File: src/rtl/sumsq_acc_fsm.sv
// sumsq_acc_fsm: accumulates blocks of N non-negative fp32 squares into a
// truncating fp32 running sum, with a sticky error flag and a one-cycle
// completion pulse. Per sample: IDLE (capture) -> ALIGN -> ADD -> NORM.
module sumsq_acc_fsm #(
    parameter int N = 4
) (
    input  logic        clk,
    input  logic        rst,
    input  logic [31:0] d,
    input  logic        d_err,
    input  logic        r_i,
    output logic [31:0] sum,
    output logic        err,
    output logic        busy,
    output logic        r_o,
    output logic [7:0]  cnt
);

    localparam logic [31:0] POS_INF = 32'h7F80_0000;

    typedef enum logic [2:0] {
        IDLE  = 3'd0,
        ALIGN = 3'd1,
        ADD   = 3'd2,
        NORM  = 3'd3,
        DONE  = 3'd4
    } state_t;

    state_t      state_q, state_d;
    logic [31:0] sum_q, sum_d;
    logic        err_q, err_d;
    logic        r_o_q, r_o_d;
    logic [7:0]  cnt_q, cnt_d;
    logic        fresh_q, fresh_d;

    // Captured sample; first_q marks the first sample of a new block so the
    // accumulator, err and cnt restart without disturbing the visible outputs
    // before NORM.
    logic [30:0] smp_q;
    logic        serr_q;
    logic        first_q;

    // ALIGN results: common exponent, aligned mantissas, and a bypass value
    // used when one operand is zero, the sample is errored, or sum is +inf.
    logic [7:0]  exp_q;
    logic [23:0] ma_q, mb_q;
    logic [31:0] pass_q;
    logic        byp_q;
    logic [24:0] add_q;

    // ALIGN combinational terms
    logic [31:0] acc;
    logic [7:0]  ea, eb, diff;
    logic [23:0] ma_raw, mb_raw;
    logic [7:0]  exp_a;
    logic [23:0] ma_a, mb_a;
    logic [31:0] pass_a;
    logic        byp_a;

    // NORM combinational terms
    logic [8:0]  exp_n;
    logic [22:0] frac_n;
    logic [31:0] res_n;
    logic        ovf_n;

    // Alignment: pick the larger exponent and right-shift the smaller mantissa.
    always_comb begin
        acc    = first_q ? 32'd0 : sum_q;
        ea     = acc[30:23];
        eb     = smp_q[30:23];
        ma_raw = (ea != 8'd0) ? {1'b1, acc[22:0]} : 24'd0;
        mb_raw = (eb != 8'd0) ? {1'b1, smp_q[22:0]} : 24'd0;
        exp_a  = ea;
        ma_a   = ma_raw;
        mb_a   = mb_raw;
        diff   = 8'd0;
        if (eb >= ea) begin
            exp_a = eb;
            diff  = eb - ea;
            ma_a  = (diff >= 8'd24) ? 24'd0 : (ma_raw >> diff);
        end else begin
            diff  = ea - eb;
            mb_a  = (diff >= 8'd24) ? 24'd0 : (mb_raw >> diff);
        end
        byp_a  = serr_q || (ea == 8'hFF) || (ea == 8'd0) || (eb == 8'd0);
        if (serr_q || (ea == 8'hFF) || (eb == 8'd0))
            pass_a = acc;
        else
            pass_a = {1'b0, smp_q};
    end

    // Normalisation: at most one right shift since both operands are non-negative.
    always_comb begin
        exp_n  = {1'b0, exp_q} + {8'd0, add_q[24]};
        frac_n = add_q[24] ? add_q[23:1] : add_q[22:0];
        ovf_n  = 1'b0;
        if (byp_q) begin
            res_n = pass_q;
        end else if (exp_n >= 9'd255) begin
            res_n = POS_INF;
            ovf_n = 1'b1;
        end else begin
            res_n = {1'b0, exp_n[7:0], frac_n};
        end
    end

    // Next-state and control-register updates.
    always_comb begin
        state_d = state_q;
        sum_d   = sum_q;
        err_d   = err_q;
        r_o_d   = 1'b0;
        cnt_d   = cnt_q;
        fresh_d = fresh_q;
        case (state_q)
            IDLE: begin
                if (r_i) begin
                    state_d = ALIGN;
                    fresh_d = 1'b0;
                end
            end
            ALIGN: state_d = ADD;
            ADD:   state_d = NORM;
            NORM: begin
                sum_d = res_n;
                err_d = (first_q ? 1'b0 : err_q) | serr_q | ovf_n;
                cnt_d = (first_q ? 8'd0 : cnt_q) + 8'd1;
                state_d = (cnt_d == 8'(N)) ? DONE : IDLE;
            end
            DONE: begin
                r_o_d   = 1'b1;
                fresh_d = 1'b1;
                state_d = IDLE;
            end
            default: state_d = IDLE;
        endcase
    end

    // Control registers with synchronous reset.
    always_ff @(posedge clk) begin
        if (rst) begin
            state_q <= IDLE;
            sum_q   <= 32'd0;
            err_q   <= 1'b0;
            r_o_q   <= 1'b0;
            cnt_q   <= 8'd0;
            fresh_q <= 1'b1;
        end else begin
            state_q <= state_d;
            sum_q   <= sum_d;
            err_q   <= err_d;
            r_o_q   <= r_o_d;
            cnt_q   <= cnt_d;
            fresh_q <= fresh_d;
        end
    end

    // Datapath registers: loaded per stage, no reset needed.
    always_ff @(posedge clk) begin
        if (state_q == IDLE && r_i) begin
            smp_q   <= d[30:0];
            serr_q  <= d_err;
            first_q <= fresh_q;
        end
        if (state_q == ALIGN) begin
            exp_q  <= exp_a;
            ma_q   <= ma_a;
            mb_q   <= mb_a;
            pass_q <= pass_a;
            byp_q  <= byp_a;
        end
        if (state_q == ADD)
            add_q <= {1'b0, ma_q} + {1'b0, mb_q};
    end

    assign sum  = sum_q;
    assign err  = err_q;
    assign busy = (state_q != IDLE);
    assign r_o  = r_o_q;
    assign cnt  = cnt_q;

endmodule

File: config.mk
export PLATFORM = sky130hd
export DESIGN_NAME = sumsq_acc_fsm
export DESIGN_NICKNAME = d
export VERILOG_FILES = /design/src/rtl/sumsq_acc_fsm.sv
export SDC_FILE = /design/constraint.sdc
export NUM_CORES = 1
export LEC_CHECK = 0
export CAP_MARGIN = 0
export CORE_UTILIZATION = 55
export CTS_CLUSTER_SIZE = 16
export DETAILED_ROUTE_END_ITERATION = 6
export MAX_ROUTING_LAYER = met4
export PLACE_DENSITY = 0.86
export RECOVER_POWER = 25
export SKIP_LAST_GASP = 1
export SLEW_MARGIN = 20
export SYNTH_ARGS = -nofsm -noshare
export SYNTH_HDL_FRONTEND = slang
export SYNTH_SLANG_ARGS = --single-unit
File: constraint.sdc
create_clock -name clk -period 9.15 [get_ports clk]
set_clock_uncertainty 0.2 [all_clocks]
set_input_delay 1.3725 -clock clk [delete_from_list [all_inputs] [get_ports clk]]
set_output_delay 1.3725 -clock clk [all_outputs]
set_load 0.01 [all_outputs]
==> impl_metrics.tcl <==
set metrics [dict create \
    status "finished with violations" \
    violations "max-capacitance violations, max-slew violations" \
    timing.max_cap.violations 2 \
    fp.coreArea_um2 21900 \
    dpl.hpwl_mm 23.4 \
    dr.pass1.iters 6 \
    final_layout_size_suffix_gt1_frac 0.0646 \
    yosys_warnings 0 \
    num_vias 10400 \
    cts_hold_buf 0 \
    insertion_delay_ns 0.44 \
    finalSetupTns_ns 0 \
    peakVddDrop_mv 0.111 \
    antenna_found_initial 0 \
    yosys_most_used_dff "edfxtp_1" \
    multi_input_area_um2 6570 \
    cp-start-kind "register" \
    final_common_cell "nand2_1" \
    grt-busiest-layer "met2" \
    period_share 0.533 \
    grt_pass1_vias 9466 \
    drv_slew 51 \
    r2r_setup_slack_ns 4.27 \
    hp-start "err" \
    final-setup-viol-count 0 \
    yosys.area_share.simple 0.178 \
    cts_root_buf "clkbuf_16" \
    synthMuxAreaShare 0.105 \
    die_h_um 151 \
    fmax_ghz 0.205 \
    dieArea_um2 23000 \
    dieWidth_um 151 \
    crit_type "register to register" \
    synth_cells 1290 \
    synth-xor-area-share 0.0278 \
    area.sequential_um2 5340 \
    post_cts_buffers 0 \
    synth_top_family_by_area "simple AND/OR/NAND/NOR gates" \
    syn_area_per_cell_um2 9.53 \
    arrival_ns 4.93 \
    layout_common_cells "nand2_1 (202), edfxtp_1 (147), o21ai_0 (114)" \
    cts_buffers 17 \
    postPlaceCellArea_um2 13200 \
    drt_iter0_markers 1258 \
    grt_use_met3 0.0560 \
    cellPowerDensity_nw_per_um2 165 \
    synthArstFlopShare 0 \
    wl_mm 33.2 \
    core.rowCount 54 \
    cp.required_ns 9.20 \
    worstPathMaxFanout 17 \
    fin_total_pwr_uw 2280 \
    hold_path_end "err" \
    synth-adder-area-share 0.0430 \
    fin_crit_ns 4.88 \
    synth_area_um2 12300 \
    avgRoutedWirePerCell_um 20.6 \
    ctsResizeCount 0 \
    clk_pin_slew_worst_paths_ns 0.07 \
    pre_cts_ws_ns 4.40 \
    grtUsageTotal 0.307 \
    grt_pass1_wl_mm 51.9 \
    antenna_left 0 \
    htreeDepth 4 \
    synth_cell_type_count 69 \
    synth_edf_count 147 \
    gp_congestion 0.975 \
    worst_pin_slew_ns 2.68 \
    drc 0 \
    seq_area_frac_synth 0.434 \
    grtUsageMet2 0.473 \
    syn_nets 1367 \
    p_leak_uw 0.00500 \
    final_nets 1396 \
    fillers 1780 \
    cts_tree "done" \
    synth_seq_cells 193 \
    synth_compound_area_frac 0.175 \
    slew_headroom -0.787 \
    syn_to_final_growth_pct 12.1 \
    io_pins 79 \
    n_antenna_cell 0 \
    overflow 0 \
    cts.sinks 193 \
    r2r-start "first_q" \
    worstRegToRegCells 12 \
    hold_violations 0 \
    hold_path_depth 2 \
    viasPerCell 6.47 \
    end_kind "register" \
    cts_buffer_depth 2 \
    hold_class "register to register" \
    rsz0062_at_grt "no" \
    r2r_end "ma_q[22]" \
    setup_slack_ns 4.27 \
    start_util 0.561 \
    grt_max_degree 75 \
    portBuffers 77 \
    use_met1 0.418 \
    stdcell_area_um2 13800 \
]
==> registers in the layout, indices dropped and copies added, names as in the netlist <==
register,cells
cnt,8
mb_q,24
first_q,1
state_q,3
smp_q,31
add_q,25
ma_q,24
r_o,1
serr_q,1
exp_q,8
fresh_q,1
pass_q,32
err,1
sum,32
byp_q,1
==> area by class of cell <==
type,count,share of cell area
multi-input combinational,988,0.477
sequential,193,0.387
timing repair buffer,92,0.0635
clock buffer,17,0.0309
tap,280,0.0254
clock inverter,15,0.00899
inverter,27,0.00735
==> cells by family (layout without fill, tap and decap cells) <==
logic type / Yosys count / count (layout)
simple gates: 471 / 471
compound gates: 338 / 338
flops: 193 / 193
buf+inv: 109 / 151
mux: 99 / 99
fa+ha+maj: 41 / 41
xor+xnor: 39 / 39
==> metrics by stage <==
stage / utilization / hold slack (ns) / cells
after detailed placement: 0.605 / 0.254 / 1580
after CTS: 0.630 / 0.265 / 1612
final: 0.630 / 0.261 / 1612
after global routing: 0.630 / 0.309 / 1612
after floorplan: - / 0.210 / 1290
after global placement: 0.605 / 0.244 / 1580
==> where the power goes <==
group	internal (µW)	leakage (µW)	switching (µW)
combinational	190	0.00298	303
sequential	1020	0.00176	48.8
clock	356	0.000264	358
total	1570	0.00500	710
==> routing by layer <==
metal / vias to the layer above / share of wire
li1: 4854 / -
met1: 5004 / 0.43
met2: 504 / 0.47
met3: 60 / 0.084
met4: 0 / 0.017
met5: - / 0
==> worst max-delay path by stage <==
stage / from / to / cells after the start
CTS: first_q / ma_q[22] / 10
global placement: first_q / ma_q[22] / 10
detailed placement: first_q / ma_q[22] / 10
finish: first_q / ma_q[22] / 12
floorplan: state_q[0] / byp_q / 1
global route: first_q / ma_q[22] / 10
==> critical path: stages, from the launching register on <==
cell and delay (ns):
edfxtp_1 0.65, nand2b_1 0.30, inv_1 0.11, ha_4 0.17
fa_1 0.44, nand2b_1 0.18, a21boi_1 0.34, o21a_1 0.23
o21a_1 0.14, o21ai_0 0.09, a211oi_2 0.82, nand4_2 0.58
o32ai_1 0.42
==> cells in the mapped netlist (7+ instances only) <==
cell      number  area share
mux2i_1       73       0.059
o221ai_1       8      0.0057
a221oi_1       8      0.0057
o21bai_1       7      0.0043
nand2b_1      47       0.024
o211ai_1       7      0.0043
clkbuf_1      55       0.017
edfxtp_1     147        0.36
buf_2         18      0.0073
inv_1         27      0.0082
mux4_2        24       0.044
xor2_1        16       0.011
nand3_1       49       0.020
or3_1          8      0.0041
xnor2_1       23       0.016
nor3_1        26       0.011
nor2b_1       13      0.0066
ha_1          39       0.040
a211oi_1      16      0.0098
nand3b_1       7      0.0043
o21ai_0      114       0.046
a31oi_1       11      0.0056
nor2_1        78       0.024
o21a_1        12      0.0073
nand2_1      202       0.062
a21oi_1       73       0.030
dfxtp_1       46       0.075
o31ai_1        8      0.0049
a21o_1        15      0.0092
and3_1         9      0.0046
No activity file was read; power rests on OpenSTA's default activity.
